`src/rtl/cic_interpolator.sv`:
```
// cic_interpolator: N-stage CIC interpolator, ratio 2^k, unity DC gain via runtime shift
module cic_interpolator #(
  parameter int IN_WIDTH  = 8,
  parameter int OUT_WIDTH = 8,
  parameter int STAGES    = 4,
  parameter int ACC_WIDTH = 56
) (
  input  logic                 clk,
  input  logic                 rst,
  input  logic [3:0]           interp_log2,
  input  logic [IN_WIDTH-1:0]  d_in,
  input  logic                 d_in_valid,
  output logic                 d_in_ready,
  output logic [OUT_WIDTH-1:0] d_out,
  output logic                 d_out_valid,
  output logic                 underrun
);
  localparam int VW = $clog2(STAGES + 3);
  logic [13:0] cnt_q, cnt_d;
  logic [3:0] k_reg_q, k_reg_d, k_clamp, k_eff;
  logic signed [IN_WIDTH-1:0] x_q, x_d;
  logic signed [ACC_WIDTH-1:0] z_q [STAGES];
  logic signed [ACC_WIDTH-1:0] z_d [STAGES];
  logic signed [ACC_WIDTH-1:0] integ_q [STAGES];
  logic signed [ACC_WIDTH-1:0] integ_d [STAGES];
  logic signed [ACC_WIDTH-1:0] c [STAGES+1];
  logic signed [ACC_WIDTH-1:0] comb_reg_q, comb_reg_d, u;
  logic [OUT_WIDTH-1:0] d_out_q, d_out_d;
  logic [VW-1:0] vcnt_q, vcnt_d;
  logic d_out_valid_q, d_out_valid_d;
  logic strobe;
  logic [7:0] sh;
  // Next-state: phase counter, held sample, comb (strobe rate), integrators (clk rate), output scaling
  always_comb begin
    k_clamp = (interp_log2 == 4'd0) ? 4'd1 : (interp_log2 > 4'd14) ? 4'd14 : interp_log2;
    strobe = (cnt_q == 14'd0) && !rst;
    k_eff = (cnt_q == 14'd0) ? k_clamp : k_reg_q;
    cnt_d = (cnt_q + 14'd1) & 14'((32'd1 << k_eff) - 32'd1);
    k_reg_d = strobe ? k_clamp : k_reg_q;
    x_d = (strobe && d_in_valid) ? d_in : x_q;
    c[0] = ACC_WIDTH'(x_d);
    for (int i = 0; i < STAGES; i++) begin
      c[i+1] = c[i] - z_q[i];
      z_d[i] = strobe ? c[i] : z_q[i];
    end
    comb_reg_d = strobe ? c[STAGES] : comb_reg_q;
    u = (cnt_q == 14'd1) ? comb_reg_q : '0;
    integ_d[0] = integ_q[0] + u;
    for (int i = 1; i < STAGES; i++) integ_d[i] = integ_q[i] + integ_q[i-1];
    sh = 8'(STAGES - 1) * {4'd0, k_reg_q};
    d_out_d = OUT_WIDTH'(integ_q[STAGES-1] >>> sh);
    vcnt_d = (vcnt_q == VW'(STAGES + 2)) ? vcnt_q : vcnt_q + VW'(1);
    d_out_valid_d = vcnt_q >= VW'(STAGES + 1);
  end
  // State registers; reset clears every stage so no residue survives a mid-stream reset
  always_ff @(posedge clk) begin
    if (rst) begin
      cnt_q <= '0;
      k_reg_q <= '0;
      x_q <= '0;
      comb_reg_q <= '0;
      d_out_q <= '0;
      vcnt_q <= '0;
      d_out_valid_q <= 1'b0;
      for (int i = 0; i < STAGES; i++) begin
        z_q[i] <= '0;
        integ_q[i] <= '0;
      end
    end else begin
      cnt_q <= cnt_d;
      k_reg_q <= k_reg_d;
      x_q <= x_d;
      comb_reg_q <= comb_reg_d;
      d_out_q <= d_out_d;
      vcnt_q <= vcnt_d;
      d_out_valid_q <= d_out_valid_d;
      for (int i = 0; i < STAGES; i++) begin
        z_q[i] <= z_d[i];
        integ_q[i] <= integ_d[i];
      end
    end
  end
  assign d_in_ready = strobe;
  assign underrun = strobe && !d_in_valid;
  assign d_out = d_out_q;
  assign d_out_valid = d_out_valid_q;
endmodule

```
`config.mk`:
```
export PLATFORM = sky130hd
export DESIGN_NAME = cic_interpolator
export DESIGN_NICKNAME = d
export VERILOG_FILES = /design/src/rtl/cic_interpolator.sv
export SDC_FILE = /design/constraint.sdc
export NUM_CORES = 2
export LEC_CHECK = 0
export CORE_ASPECT_RATIO = 1.1
export CORE_MARGIN = 2
export CORE_UTILIZATION = 32
export CTS_BUF_LIST = sky130_fd_sc_hd__clkbuf_8
export DETAILED_ROUTE_END_ITERATION = 16
export GPL_ROUTABILITY_DRIVEN = 0
export PLACE_DENSITY = 0.47
export SLEW_MARGIN = 30
export SYNTH_ARGS = -nofsm -noshare
export SYNTH_HDL_FRONTEND = slang
export SYNTH_SLANG_ARGS = --single-unit
```
`constraint.sdc`:
```
create_clock -name clk -period 18.2 [get_ports clk]
set_input_delay 4.55 -clock clk [delete_from_list [all_inputs] [get_ports clk]]
set_output_delay 4.55 -clock clk [all_outputs]
set_load 0.1 [all_outputs]
```
# Word-level counts from Yosys, hierarchy flattened

Memory sizes are Yosys's and may differ from the RTL's.
Cells that the tools add are included.

Reductions and logical operators: 7
Muxes and demuxes: 20
Add/sub/neg operators: 11
Bitwise gates (word level): 9
$lt $le $gt $ge: 2
Shifts and indexed selects: 2
Multipliers: 1
Equal/unequal tests: 2

Operator list:

| cell                                                                    | number |
|---|---|
| 56-bit two-way mux                                                      | 13 |
| 56-bit adder                                                            | 4 |
| 56-bit subtractor                                                       | 3 |
| 56-bit by 6-bit >>> shifter with 8-bit output                           | 1 |
| 8-bit by 56-bit subtractor with 56-bit output                           | 1 |
| 14-bit by 1-bit adder with 14-bit output (second input constant)        | 1 |
| 14-bit bitwise AND                                                      | 1 |
| 14-bit by 1-bit equality test with 1-bit output (second input constant) | 1 |
| 14-bit logical NOT                                                      | 1 |
| 1-bit by 4-bit left shift with 14-bit output (first input constant)     | 1 |
| 14-bit by 1-bit subtractor with 14-bit output (second input constant)   | 1 |
| 4-bit two-way mux                                                       | 3 |
| 8-bit two-way mux                                                       | 1 |
| 1-bit bitwise OR                                                        | 8 |
| 2-bit by 4-bit multiplier with 6-bit output (first input constant)      | 1 |
| 4-bit > comparator (second input constant)                              | 1 |
| 4-bit logical NOT                                                       | 1 |
| 3-bit by 1-bit adder with 3-bit output (second input constant)          | 1 |
| 3-bit equality test (second input constant)                             | 1 |
| 3-bit >= comparator (second input constant)                             | 1 |
| 1-bit logical AND                                                       | 3 |
| 1-bit two-way mux                                                       | 3 |
| 1-bit logical NOT                                                       | 2 |

Input bits: 15
Memories kept: 2
Output and inout bits: 11
Bits in registers: 94
Memory bits (writable): 448

Memory list:

| memory  | words | bits a word | rd ports | clocked after memory_dff | wr ports | RTL line | source |
|---|---|---|---|---|---|---|---|
| integ_q | 4     | 56          | 4        | 0                        | 4        | 24       | `logic signed [ACC_WIDTH-1:0] integ_q [STAGES];` |
| z_q     | 4     | 56          | 4        | 0                        | 4        | 22       | `logic signed [ACC_WIDTH-1:0] z_q [STAGES];` |

# Depth between registers and ports, before layout

Depth after elaboration: 9
Mapped depth: 56

# Worst setup path before layout

OpenSTA, ideal clock, no wires.

Kind: input to register
From: input port rst
To: register comb_reg_q[55]
Library setup time: 0.122 ns
Stages: 45
Arrival time: 14.575 ns
Buffers on the path: 3
Setup slack: 3.503 ns
Required time: 18.078 ns
Path through: clkinv_1 -> and3_1 -> clkbuf_1 -> mux2i_1 -> inv_1 -> ha_1 -> clkbuf_1 -> a21o_1 -> inv_1 -> fa_1 -> inv_1 -> fa_1 -> ha_1 -> a21oi_1 -> o211ai_1 -> a211oi_1 -> nor2_1 -> a211oi_2 -> [... 9 more ...] -> nand2_1 -> nor3_1 -> o21ai_1 -> a31oi_1 -> o21ai_0 -> o21ai_0 -> xor2_1 -> ha_1 -> a21o_1 -> a21o_1 -> a21oi_1 -> o21bai_1 -> a21oi_1 -> o21ai_0 -> o41ai_1 -> a41oi_1 -> and4_1 -> a311o_1

RTL lines:

| element              | RTL line | source |
|---|---|---|
| from (decl)          | 9        | `input logic rst,` |
| to (signal assigned) | 73       | `comb_reg_q <= comb_reg_d;` |
| to (decl)            | 27       | `logic signed [ACC_WIDTH-1:0] comb_reg_q, comb_reg_d, u;` |

==> metrics <==
Synth Area in XOR/XNOR 8.06%; leading area contributor after synthesis dfxtp_1; initial DRC count 1662; clk_lat worst skew 0.79 ns; TritonCTS Buffers 99; max-cap violations 0; synth top area cells dfxtp_1 24%, ha_1 12%, a21oi_1 7.3%; most frequent cells in the layout 572 x nand2_1, 571 x a21oi_1, 495 x nor2_1; compound-gate portion of the synthesized area 26.3%; H-tree lvl count 3; Final setup viols 0; CP arrival 16.39 ns; Post-Synth Adder-Cell Area 13.8%; FMAX 0.0636 GHz; Min-Delay Endpoint comb_reg_q[28]; largest net degree at the start of global routing 171; synthesis warning total 0; status complete, no violations; Post-synth EDFFs 0; Tcrit/Tclk final 86.4%; critical path's slowest cell a21oi_1; CTS tree done; Initial Utilization 32.3%; most common cell after layout, fill and taps aside nand2_1; fill count 13100; chip width 338 um; share of the synthesized area in the top cell type 24.5%; CP Capture Type register; Seq cells post-synth 481; GR Util All Layers 17.1%; GR Layer Usage met1 20.6%; Hold Path Cell Cnt 2; DRC viols 0; Fin Setup TNS 0 ns; die area 126000 um^2; Root Buffer clkbuf_8; Max transition margin 35.1%; worst slew pin tran 0.971 ns; Die Ht 372 um; drt first pass iters 6; flop2flop setup slack 5.16 ns; RSZ-0062 raised after global routing no; DR WL/cell 16.3 um; Crit Path Max Fanout 13; Antenna Nets Post-Route 0; main combinational cell family by area after synthesis compound AO/OA/AOI/OAI gates; Routed WL 110000 um; Hold/Removal Path Class reg -> reg; Syn Std Cell Area 39300 um^2; Setup CP Type in -> reg; Post-Synth Simple-Gate Area 19.1%; layout cell share with drive strength beyond 1 5.74%; CP required 18.87 ns; number of cell rows 134; Clock Skews 0.0587 ns; CP startpoint d_in_valid; post_cts resized 0; Critical Path Start Type input pin; FF-to-FF Start cnt_q[9]; synth unique cells 85; ys async rst share 0%; met3 usage 2.19%; core area 122000 um^2; routed vias 34800; first-pass GRT wire length 178000 um; Seq/Total Area, Yosys 24.5%; start point of the worst hold path comb_reg_q[28]; Post-Syn Nets 5588; Post-CTS Setup Bufs 0; Main synth FF type dfxtp_1; reg-to-reg endpoint comb_reg_q[55]; Remaining Overflow, GRT 0; initial antenna violation count 3; synthesized instance count 5154; Vias per Instance 5.13; min Tclk post-route 15.72 ns; path depth of the worst reg2reg path 52; GRT met2 Usage 30.8%; hold buffers post-CTS 0; DP HPWL 84900 um; critical path's most frequent cell a21oi_1; clock-pin slew on the worst setup and hold paths 0.05 ns; Mean Syn Cell Area 7.63 um^2; fin nets 5491; post-synthesis mux area share 3.05%; vias in the first global route 34400; final slew viol count 0; endpoints failing hold 0; clk buf depth 3; area grow syn2layout 9.78%; IO Pins 26; Buffers on Ports 25; busiest grt layer met2; # clock sinks 481; Critical Path Max Stage Delay 0.74 ns
## through the flow
step	hold WS (ns)	instance area [um^2]	utilization, %	cells	setup slack [ns]
after floorplan	0.417	39300	-	5154	3.50
after global placement	0.436	41000	33.7	6588	1.89
after detailed placement	0.441	41000	33.6	6588	1.78
after CTS	0.447	43200	35.5	6773	2.66
after global routing	0.460	43200	35.5	6776	1.64
final	0.444	43200	35.5	6776	2.48
## flip-flops by register name (all words and copies together), names as in the netlist
register and count:
integ_q 224, z_q 163, comb_reg_q 56, cnt_q 14, d_out 8, x_q 8
k_reg_q 4, vcnt_q 3, d_out_valid 1
## routing by layer
metal  wire length [um]  up-vias
met2              53200      491
met5                  0        -
li1                   -    18300
met1              50000    15800
met4               3840        0
met3               3130      205
## cell usage after synthesis, types with 12 or more instances
cell type,n
fa_1,27
a31oi_1,48
and4_1,12
nand3_1,92
mux2_2,32
a211oi_1,89
and3_1,102
o31ai_1,30
inv_1,292
a21boi_0,15
mux4_2,15
o211ai_1,41
a21o_1,301
nand2b_1,46
or2_2,13
o21a_1,44
nor4_1,20
buf_1,18
o21ai_0,229
nor2b_1,57
dfxtp_1,481
and2_1,35
nand4_1,75
a31o_2,14
o21bai_1,55
xor2_1,148
nand2_1,573
or3_1,15
xnor2_1,212
nor2_1,495
a41oi_1,13
ha_1,392
mux2i_1,50
nor3_1,73
a21oi_1,571
clkbuf_1,232
## cells by family after synthesis
logic type / after synthesis
muxes: 97
DFF: 481
adders and majority gates: 419
AOI/OAI and AO/OA: 1609
and+or+nand+nor: 1640
buffers and inverters: 547
xor gates and xnor gates: 361
## worst max-delay path, delay by kind of cell
kind,cells,cell delay [ns]
compound gates,25,6.28
simple gates,9,1.50
xor+xnor,2,0.36
mux,1,0.36
buf+inv,4,0.76
fa+ha+maj,7,2.54
## worst max path at each step
stage                                end  cells past startpoint  slack, ns
final                     comb_reg_q[55]                     48       2.48
after global routing      comb_reg_q[55]                     48       1.64
after CTS                 comb_reg_q[55]                     48       2.66
after detailed placement  comb_reg_q[55]                     48       1.78
after global placement    comb_reg_q[55]                     49       1.89
after floorplan           comb_reg_q[55]                     45       3.50
## area by class of cell
type | count | area, um^2 | area share (%)
diodes | 3 | 7.51 | 0.0174
clock buffers | 128 | 1760 | 4.08
repair buffers | 54 | 488 | 1.13
flip-flops and latches | 481 | 9630 | 22.3
inverters | 295 | 1110 | 2.56
multi-input cells | 4126 | 27700 | 64.2
clock inverters | 57 | 433 | 1.00
well taps | 1632 | 2040 | 4.73
Power is left out: the tool's default activity adds up to more than one toggle a clock period on the data nets, which glitch-free logic cannot reach.
